==> config.mk <==
export PLATFORM = sky130hd
export DESIGN_NAME = serial_frame_receiver_flat
export DESIGN_NICKNAME = d
export VERILOG_FILES = /design/src/rtl/serial_frame_receiver_if.sv /design/src/rtl/serial_frame_receiver.sv /design/src/flat_wrapper.sv
export SDC_FILE = /design/constraint.sdc
export NUM_CORES = 1
export LEC_CHECK = 0
export ABC_AREA = 1
export CAP_MARGIN = 25
export CORE_MARGIN = 2
export CORE_UTILIZATION = 35
export CTS_CLUSTER_DIAMETER = 200
export CTS_CLUSTER_SIZE = 28
export DETAILED_ROUTE_END_ITERATION = 10
export GPL_TIMING_DRIVEN = 0
export PLACE_DENSITY = 0.54
export SLEW_MARGIN = 10
export SYNTH_ARGS = -nofsm -noshare
export SYNTH_HDL_FRONTEND = slang
export SYNTH_SLANG_ARGS = --single-unit
==> constraint.sdc <==
create_clock -name clk -period 2.3 [get_ports clk]
set_clock_uncertainty 0.15 [all_clocks]
set_input_delay 0.46 -clock clk [delete_from_list [all_inputs] [get_ports clk]]
set_output_delay 0.46 -clock clk [all_outputs]
set_load 0.02 [all_outputs]
==> src/rtl/serial_frame_receiver_if.sv <==
// serial_frame_receiver_if: bundles the frame receiver's control, serial and
// parallel-output handshake signals.
//   start        frame-start strobe (producer -> receiver)
//   serial_in    one data bit per cycle while the receiver is shifting
//   out_ready    consumer accepts the word when high with out_valid
//   err_clr      clears the sticky overrun flag
//   parallel_out last completed word (receiver -> consumer)
//   out_valid    parallel_out holds an unconsumed word
//   busy         receiver is mid-frame
//   overrun      sticky: a completed word was dropped
// master = link/consumer side, slave = receiver.
interface serial_frame_receiver_if #(
  parameter int DATA_WIDTH = 8
);
  logic                  start;
  logic                  serial_in;
  logic                  out_ready;
  logic                  err_clr;
  logic [DATA_WIDTH-1:0] parallel_out;
  logic                  out_valid;
  logic                  busy;
  logic                  overrun;

  modport master (
    output start, serial_in, out_ready, err_clr,
    input  parallel_out, out_valid, busy, overrun
  );

  modport slave (
    input  start, serial_in, out_ready, err_clr,
    output parallel_out, out_valid, busy, overrun
  );
endinterface

==> src/rtl/serial_frame_receiver.sv <==
// serial_frame_receiver: waits for a one-cycle start strobe, deserialises the
// next DATA_WIDTH bits of serial_in and presents the word under valid/ready.
// A word completing while the previous one is still unconsumed is dropped and
// raises the sticky overrun flag.
//   clk  rising-edge clock
//   rst  synchronous, active-high reset
//   bus  serial_frame_receiver_if.slave (start, serial_in, out_ready, err_clr
//        in; parallel_out, out_valid, busy, overrun out)
// All outputs are registered.
module serial_frame_receiver #(
  parameter int DATA_WIDTH = 8,
  parameter bit MSB_FIRST  = 1'b1
) (
  input logic                     clk,
  input logic                     rst,
  serial_frame_receiver_if.slave  bus
);
  localparam int CNT_W = (DATA_WIDTH > 2) ? $clog2(DATA_WIDTH) : 1;

  typedef enum logic {IDLE = 1'b0, SHIFT = 1'b1} state_t;

  state_t                state_q, state_d;
  logic [CNT_W-1:0]      cnt_q, cnt_d;
  logic [DATA_WIDTH-1:0] sreg_q, sreg_d, shifted;
  logic [DATA_WIDTH-1:0] pout_q, pout_d;
  logic                  vld_q, vld_d;
  logic                  busy_q, busy_d;
  logic                  ovr_q, ovr_d;
  logic                  done, drop;

  // Word as it looks after shifting in the current bit; on the final bit this
  // is the completed frame, so it is loaded straight into parallel_out.
  generate
    if (MSB_FIRST) begin : g_msb
      assign shifted = {sreg_q[DATA_WIDTH-2:0], bus.serial_in};
    end else begin : g_lsb
      assign shifted = {bus.serial_in, sreg_q[DATA_WIDTH-1:1]};
    end
  endgenerate

  always_comb begin
    state_d = state_q;
    cnt_d   = cnt_q;
    sreg_d  = sreg_q;
    pout_d  = pout_q;
    vld_d   = vld_q;
    ovr_d   = ovr_q;
    done    = 1'b0;
    drop    = 1'b0;

    case (state_q)
      IDLE: begin
        if (bus.start) begin
          state_d = SHIFT;
          cnt_d   = '0;
        end
      end
      SHIFT: begin
        sreg_d = shifted;
        cnt_d  = cnt_q + CNT_W'(1);
        if (cnt_q == CNT_W'(DATA_WIDTH - 1)) begin
          done    = 1'b1;
          state_d = IDLE;
        end
      end
      default: state_d = IDLE;
    endcase

    // A consume on the completion edge frees the slot for the new word.
    if (done) begin
      if (!vld_q || bus.out_ready) begin
        pout_d = shifted;
        vld_d  = 1'b1;
      end else begin
        drop = 1'b1;
      end
    end else if (vld_q && bus.out_ready) begin
      vld_d = 1'b0;
    end

    // Drop beats a simultaneous clear.
    if (drop)             ovr_d = 1'b1;
    else if (bus.err_clr) ovr_d = 1'b0;

    busy_d = (state_d == SHIFT);
  end

  always_ff @(posedge clk) begin
    if (rst) begin
      state_q <= IDLE;
      cnt_q   <= '0;
      sreg_q  <= '0;
      pout_q  <= '0;
      vld_q   <= 1'b0;
      busy_q  <= 1'b0;
      ovr_q   <= 1'b0;
    end else begin
      state_q <= state_d;
      cnt_q   <= cnt_d;
      sreg_q  <= sreg_d;
      pout_q  <= pout_d;
      vld_q   <= vld_d;
      busy_q  <= busy_d;
      ovr_q   <= ovr_d;
    end
  end

  assign bus.parallel_out = pout_q;
  assign bus.out_valid    = vld_q;
  assign bus.busy         = busy_q;
  assign bus.overrun      = ovr_q;
endmodule

==> src/flat_wrapper.sv <==
// flat-port wrapper written by rule: the top's interface ports become plain ports
module serial_frame_receiver_flat 
#(
  parameter int DATA_WIDTH = 8,
  parameter bit MSB_FIRST  = 1'b1
)
  (clk, rst, bus_start, bus_serial_in, bus_out_ready, bus_err_clr, bus_parallel_out, bus_out_valid, bus_busy, bus_overrun);
  serial_frame_receiver_if #(.DATA_WIDTH(DATA_WIDTH)) bus_i ();
  input logic clk;
  input logic rst;
  input wire logic [$bits(bus_i.start)-1:0] bus_start;
  input wire logic [$bits(bus_i.serial_in)-1:0] bus_serial_in;
  input wire logic [$bits(bus_i.out_ready)-1:0] bus_out_ready;
  input wire logic [$bits(bus_i.err_clr)-1:0] bus_err_clr;
  output wire logic [$bits(bus_i.parallel_out)-1:0] bus_parallel_out;
  output wire logic [$bits(bus_i.out_valid)-1:0] bus_out_valid;
  output wire logic [$bits(bus_i.busy)-1:0] bus_busy;
  output wire logic [$bits(bus_i.overrun)-1:0] bus_overrun;
  assign bus_i.start = bus_start;
  assign bus_i.serial_in = bus_serial_in;
  assign bus_i.out_ready = bus_out_ready;
  assign bus_i.err_clr = bus_err_clr;
  assign bus_parallel_out = bus_i.parallel_out;
  assign bus_out_valid = bus_i.out_valid;
  assign bus_busy = bus_i.busy;
  assign bus_overrun = bus_i.overrun;
  serial_frame_receiver #(.DATA_WIDTH(DATA_WIDTH), .MSB_FIRST(MSB_FIRST)) u_core (.clk(clk), .rst(rst), .bus(bus_i));
endmodule
# After elaboration in Yosys (flattened, before gate mapping)
# Index checks and enable logic that the tools add are counted.
[totals] regBits=21 input_bits=6 out_inout_bits=11 elab_cells=32
[op_classes] n_addsub=1 eq_ne=3 n_mux=14 n_bitwise=1 n_reduce_logical=7
[ops] op="1-bit 2-to-1 mux" n=11
[ops] op="3-bit one-hot mux with 2 select lines" n=1
[ops] op="2-bit != test (second input constant)" n=2
[ops] op="2-bit AND reduction" n=2
[ops] op="2-bit nonzero test" n=2
[ops] op="3-bit by 1-bit adder with 3-bit output (second input constant)" n=1
[ops] op="3-bit == test (second input constant)" n=1
[ops] op="3-bit 2-to-1 mux" n=1
[ops] op="1-bit one-hot mux with 2 select lines" n=1
[ops] op="1-bit logical AND" n=1
[ops] op="1-bit zero test" n=1
[ops] op="1-bit logical OR" n=1
[ops] op="1-bit NOT" n=1

# Longest topological paths before layout
[depth] ltp_word=5 ltp_mapped=8 ltp_nobuf=7

# Worst setup path before layout
# No wires, ideal clock.
[synth_timing] path_type="register -> register" startpoint="reg u_core.cnt_q[0]" endpoint="reg u_core.pout_q[0] (netlist: u_core.bus.parallel_out[0])" setup_time_ps=115 arrival_time_ps=1156 required_time_ps=2035 path_slack_ps=879 stages_incl_launch_ff=8 path_buffers=1 period_less_slack_ps=1421 path_cell_list="dfxtp_1 -> ha_1 -> ha_1 -> nand2_2 -> clkinv_4 -> buf_6 -> a21oi_1 -> nor2_1"
[synth_via] elab_chain_cells=4
[synth_lines] element="start: declaration" line_no="serial_frame_receiver.sv:23" text="logic [CNT_W-1:0] cnt_q, cnt_d;"
[synth_lines] element="start signal: assignment" line_no="serial_frame_receiver.sv:99" text="cnt_q <= cnt_d;"
[synth_lines] element="3-bit == test" line_no="serial_frame_receiver.sv:61" text="if (cnt_q == CNT_W'(DATA_WIDTH - 1)) begin"
[synth_lines] element="1-bit 2-to-1 mux" line_no="serial_frame_receiver.sv:61"
[synth_lines] element="1-bit 2-to-1 mux" line_no="serial_frame_receiver.sv:51" text="case (state_q)"
[synth_lines] element="2-bit AND reduction (no source line)"
[synth_lines] element="end signal: assignment" line_no="serial_frame_receiver.sv:101" text="pout_q <= pout_d;"
[synth_lines] element="end: declaration" line_no="serial_frame_receiver.sv:25" text="logic [DATA_WIDTH-1:0] pout_q, pout_d;"
# Every way passes these cells.
# A chain may end at the register's enable or synchronous reset.

# Worst setup path after layout
[layout_timing] startpoint="reg u_core.vld_q (netlist: u_core.bus.out_valid)" endpoint="out bus_out_valid"
[layout_lines] element="start: declaration" line_no="serial_frame_receiver.sv:26" text="logic vld_q, vld_d;"
[layout_lines] element="start signal: assignment" line_no="serial_frame_receiver.sv:102" text="vld_q <= vld_d;"
[layout_lines] element="end: declaration" line_no="flat_wrapper.sv:16" text="output wire logic [$bits(bus_i.out_valid)-1:0] bus_out_valid;"
# No word-level cell between the ends.

==> flow_summary.toml <==
[outcome]
status = "finished clean"

[placed_design]
globalplace.congestion = 0.708
port_buffers = 16
post-place-cells = 150
place_area_um2 = 1070
dpl_worst_slack_ns = 0.519
dp_hpwl_mm = 1.16

[timing]
period_needed_ns = 1.93
fin_crit_sh = 0.837
tightest_slew_ns = 0.282
timing.hold.ws_ns = 0.326
drv_slew = 0
fmax_mhz = 519
rsz0062_at_grt = "false"
hold_violations = 0
setup_viol = 0
setup-tns-final_ns = 0
worst_slack_ns = 0.374
relSlewSlack = 0.812

[synth]
synthMuxAreaShare = 0
synthXorXnorAreaFrac = 0
ys_seq_elements = 21
synth_cell_types = 18
yosys_warnings = 0
synth_top_family_by_area = "simple AND/OR/NAND/NOR gates"
synth_area_um2 = 875
yosysSeqAreaShare = 0.481
syn_inst = 104
synth_compound_area_frac = 0.163
synthAdderAreaFrac = 0.0286
syn_nets = 112
syn_area_per_cell_um2 = 8.41
synth-simple-area-share = 0.192

[power]
clockPowerShare = 0.279
p_int_uw = 473
p_sw_uw = 143
pwr-share-comb = 0.100
leakage_uw = 0.000448
sw_frac_of_total = 0.232
p_per_area_nw_per_um2 = 561
seq_power_share = 0.621
ir_worst_vdd_v = 0.000394

[worst_hold_path]
min_from = "u_core.cnt_q[2]"
worstHoldPathCells = 2
hold_path_class = "reg -> reg"
holdPathEnd = "u_core.cnt_q[2]"

[clock_network]
cts-resized-gates = 0
cts_root_buf = "clkbuf_4"
clkSinkCount = 21
cts_tree = "built"
holdBufCountCts = 0
cts_htree_levels = 1
cts_buffers = 3
clk_pin_slew_worst_paths_ns = 0.11
clockBufferDepth = 2
clock_latency_ns = 0.30
postCtsSetupRepairBufs = 0

[setup_path]
cp.required_ns = 1.69
cp_data_arrival_time_ns = 1.32
path_max_fanout = 3
r2r_end = "u_core.bus.parallel_out[4]"
r2r-start = "u_core.cnt_q[0]"
slowest_stage = "clkdlybuf4s50_1"
worst_path_largest_cell_delay_ns = 0.62
cp-start-kind = "flip-flop"
crit_path_cell_trace = "clkdlybuf4s50_1"
cp_top_family = "buffers and inverters"
ff2ff_setup_slack_ns = 0.78
cp_num_buf_inv = 1
crit_type = "reg -> out"
reg2reg_depth = 7
crit_path_end_kind = "output pin"

[grt]
antenna_found_initial = 0
track_usage = 0.127
grt_pass1_vias = 594
grt_max_degree = 12
grt-ovfl-total = 0
grt_pass1_wl_mm = 2.64

[final_layout]
area_growth_pct = 25.6
final_layout_size_suffix_gt1_frac = 0.137
instances_no_fill = 154
final_cell_area_um2 = 1100
nets = 133
diodes = 0

[routing]
vias = 685
dr.pass1.iters = 2
ant_nets = 0
wl_per_cell_um = 10.1
viasPerCell = 4.45
drtIter0Drc = 1
drc = 0
wirelength_mm = 1.56

[die]
initial_core_util = 0.360
dieHeight_um = 54.0
fp-row-count = 18
coreArea_um2 = 2430
die_area_um2 = 2910
io_pins = 17
die_w_um = 54.0

[run]
maxCapViolations = 0
-- layer usage --
| layer | global-route usage | up-vias | routed length (um) | share of wire |
|---|---|---|---|---|
| met4 | 0.0375 | 0 | 21 | 0.013 |
| met2 | 0.199 | 14 | 671 | 0.43 |
| met5 | 0 | - | 0 | 0 |
| li1 | - | 378 | - | - |
| met1 | 0.161 | 291 | 800 | 0.51 |
| met3 | 0.0500 | 2 | 67 | 0.043 |
-- stage by stage --
| step | utilization | total power (uW) |
|---|---|---|
| 6_report | 0.452 | 616 |
| 5_1_grt | 0.452 | 649 |
| 4_1_cts | 0.452 | 626 |
| 3_5_place_dp | 0.441 | 453 |
| 3_3_place_gp | 0.441 | 452 |
| 2_1_floorplan | - | 431 |
-- registers in the layout, summed over array words and instances (netlist names) --
| register | flops |
|---|---|
| u_core.bus.busy | 1 |
| u_core.bus.overrun | 1 |
| u_core.sreg_q | 7 |
| u_core.bus.parallel_out | 8 |
| u_core.cnt_q | 3 |
| u_core.bus.out_valid | 1 |
-- cell usage after synthesis (all sizes together) --
| cell | instances | area share |
|---|---|---|
| dfxtp | 21 | 0.48 |
| ha | 2 | 0.029 |
| nand3 | 8 | 0.051 |
| inv | 12 | 0.051 |
| o21ai | 8 | 0.046 |
| clkinv | 1 | 0.010 |
| nand4 | 1 | 0.014 |
| nand2 | 15 | 0.070 |
| nor2 | 11 | 0.050 |
| a21oi | 19 | 0.12 |
| buf | 5 | 0.074 |
| nor3 | 1 | 0.0057 |
-- power by group through the flow --
stage          sequential [uW]  clock, uW  combinational, uW
5_1_grt                    385        194               70.0
3_5_place_dp               391          0               61.7
6_report                   383        172               61.4
2_1_floorplan              392          0               39.5
4_1_cts                    383        181               62.1
3_3_place_gp               391          0               61.0
-- worst max path at each step --
stage	cells past startpoint	endpoint	start	slack (ns)
6_report	1	bus_out_valid	u_core.bus.out_valid	0.37
5_1_grt	1	bus_busy	u_core.bus.busy	0.32
4_1_cts	1	bus_out_valid	u_core.bus.out_valid	0.36
3_5_place_dp	5	u_core.cnt_q[0]	rst	0.52
3_3_place_gp	5	u_core.cnt_q[0]	rst	0.52
2_1_floorplan	7	u_core.bus.parallel_out[0]	u_core.cnt_q[0]	0.88
-- placed cells by master, fill, tap and decap left out, drive strengths merged --
| cell | synthesis | final |
|---|---|---|
| inv | 12 | 12 |
| dfxtp | 21 | 21 |
| nand3 | 8 | 8 |
| nor3 | 1 | 1 |
| nor2 | 11 | 11 |
| nand2 | 15 | 15 |
| nand4 | 1 | 1 |
| buf | 5 | 5 |
| o21ai | 8 | 8 |
| ha | 2 | 2 |
| a21oi | 19 | 19 |
| clkinv | 1 | 1 |
| clkdlybuf4s50 | 0 | 16 |
| clkbuf | 0 | 4 |
-- logic make-up after synthesis --
kind of cell | count (synthesis)
AO/OA/AOI/OAI | 27
adder cells (fa/ha/maj) | 2
buffers and inverters | 18
flip-flops | 21
AND/OR/NAND/NOR | 36
-- final cells by class --
class / instances / area (um2)
Inverter: 13 / 53.8
Tap cell: 30 / 37.5
Timing Repair Buffer: 16 / 160
Fill cell: 252 / 1330
Clock buffer: 4 / 26.3
Buffer: 5 / 65.1
Multi-Input combinational cell: 65 / 335
Sequential cell: 21 / 420
Note: power is estimated with default switching activity, not from simulation.
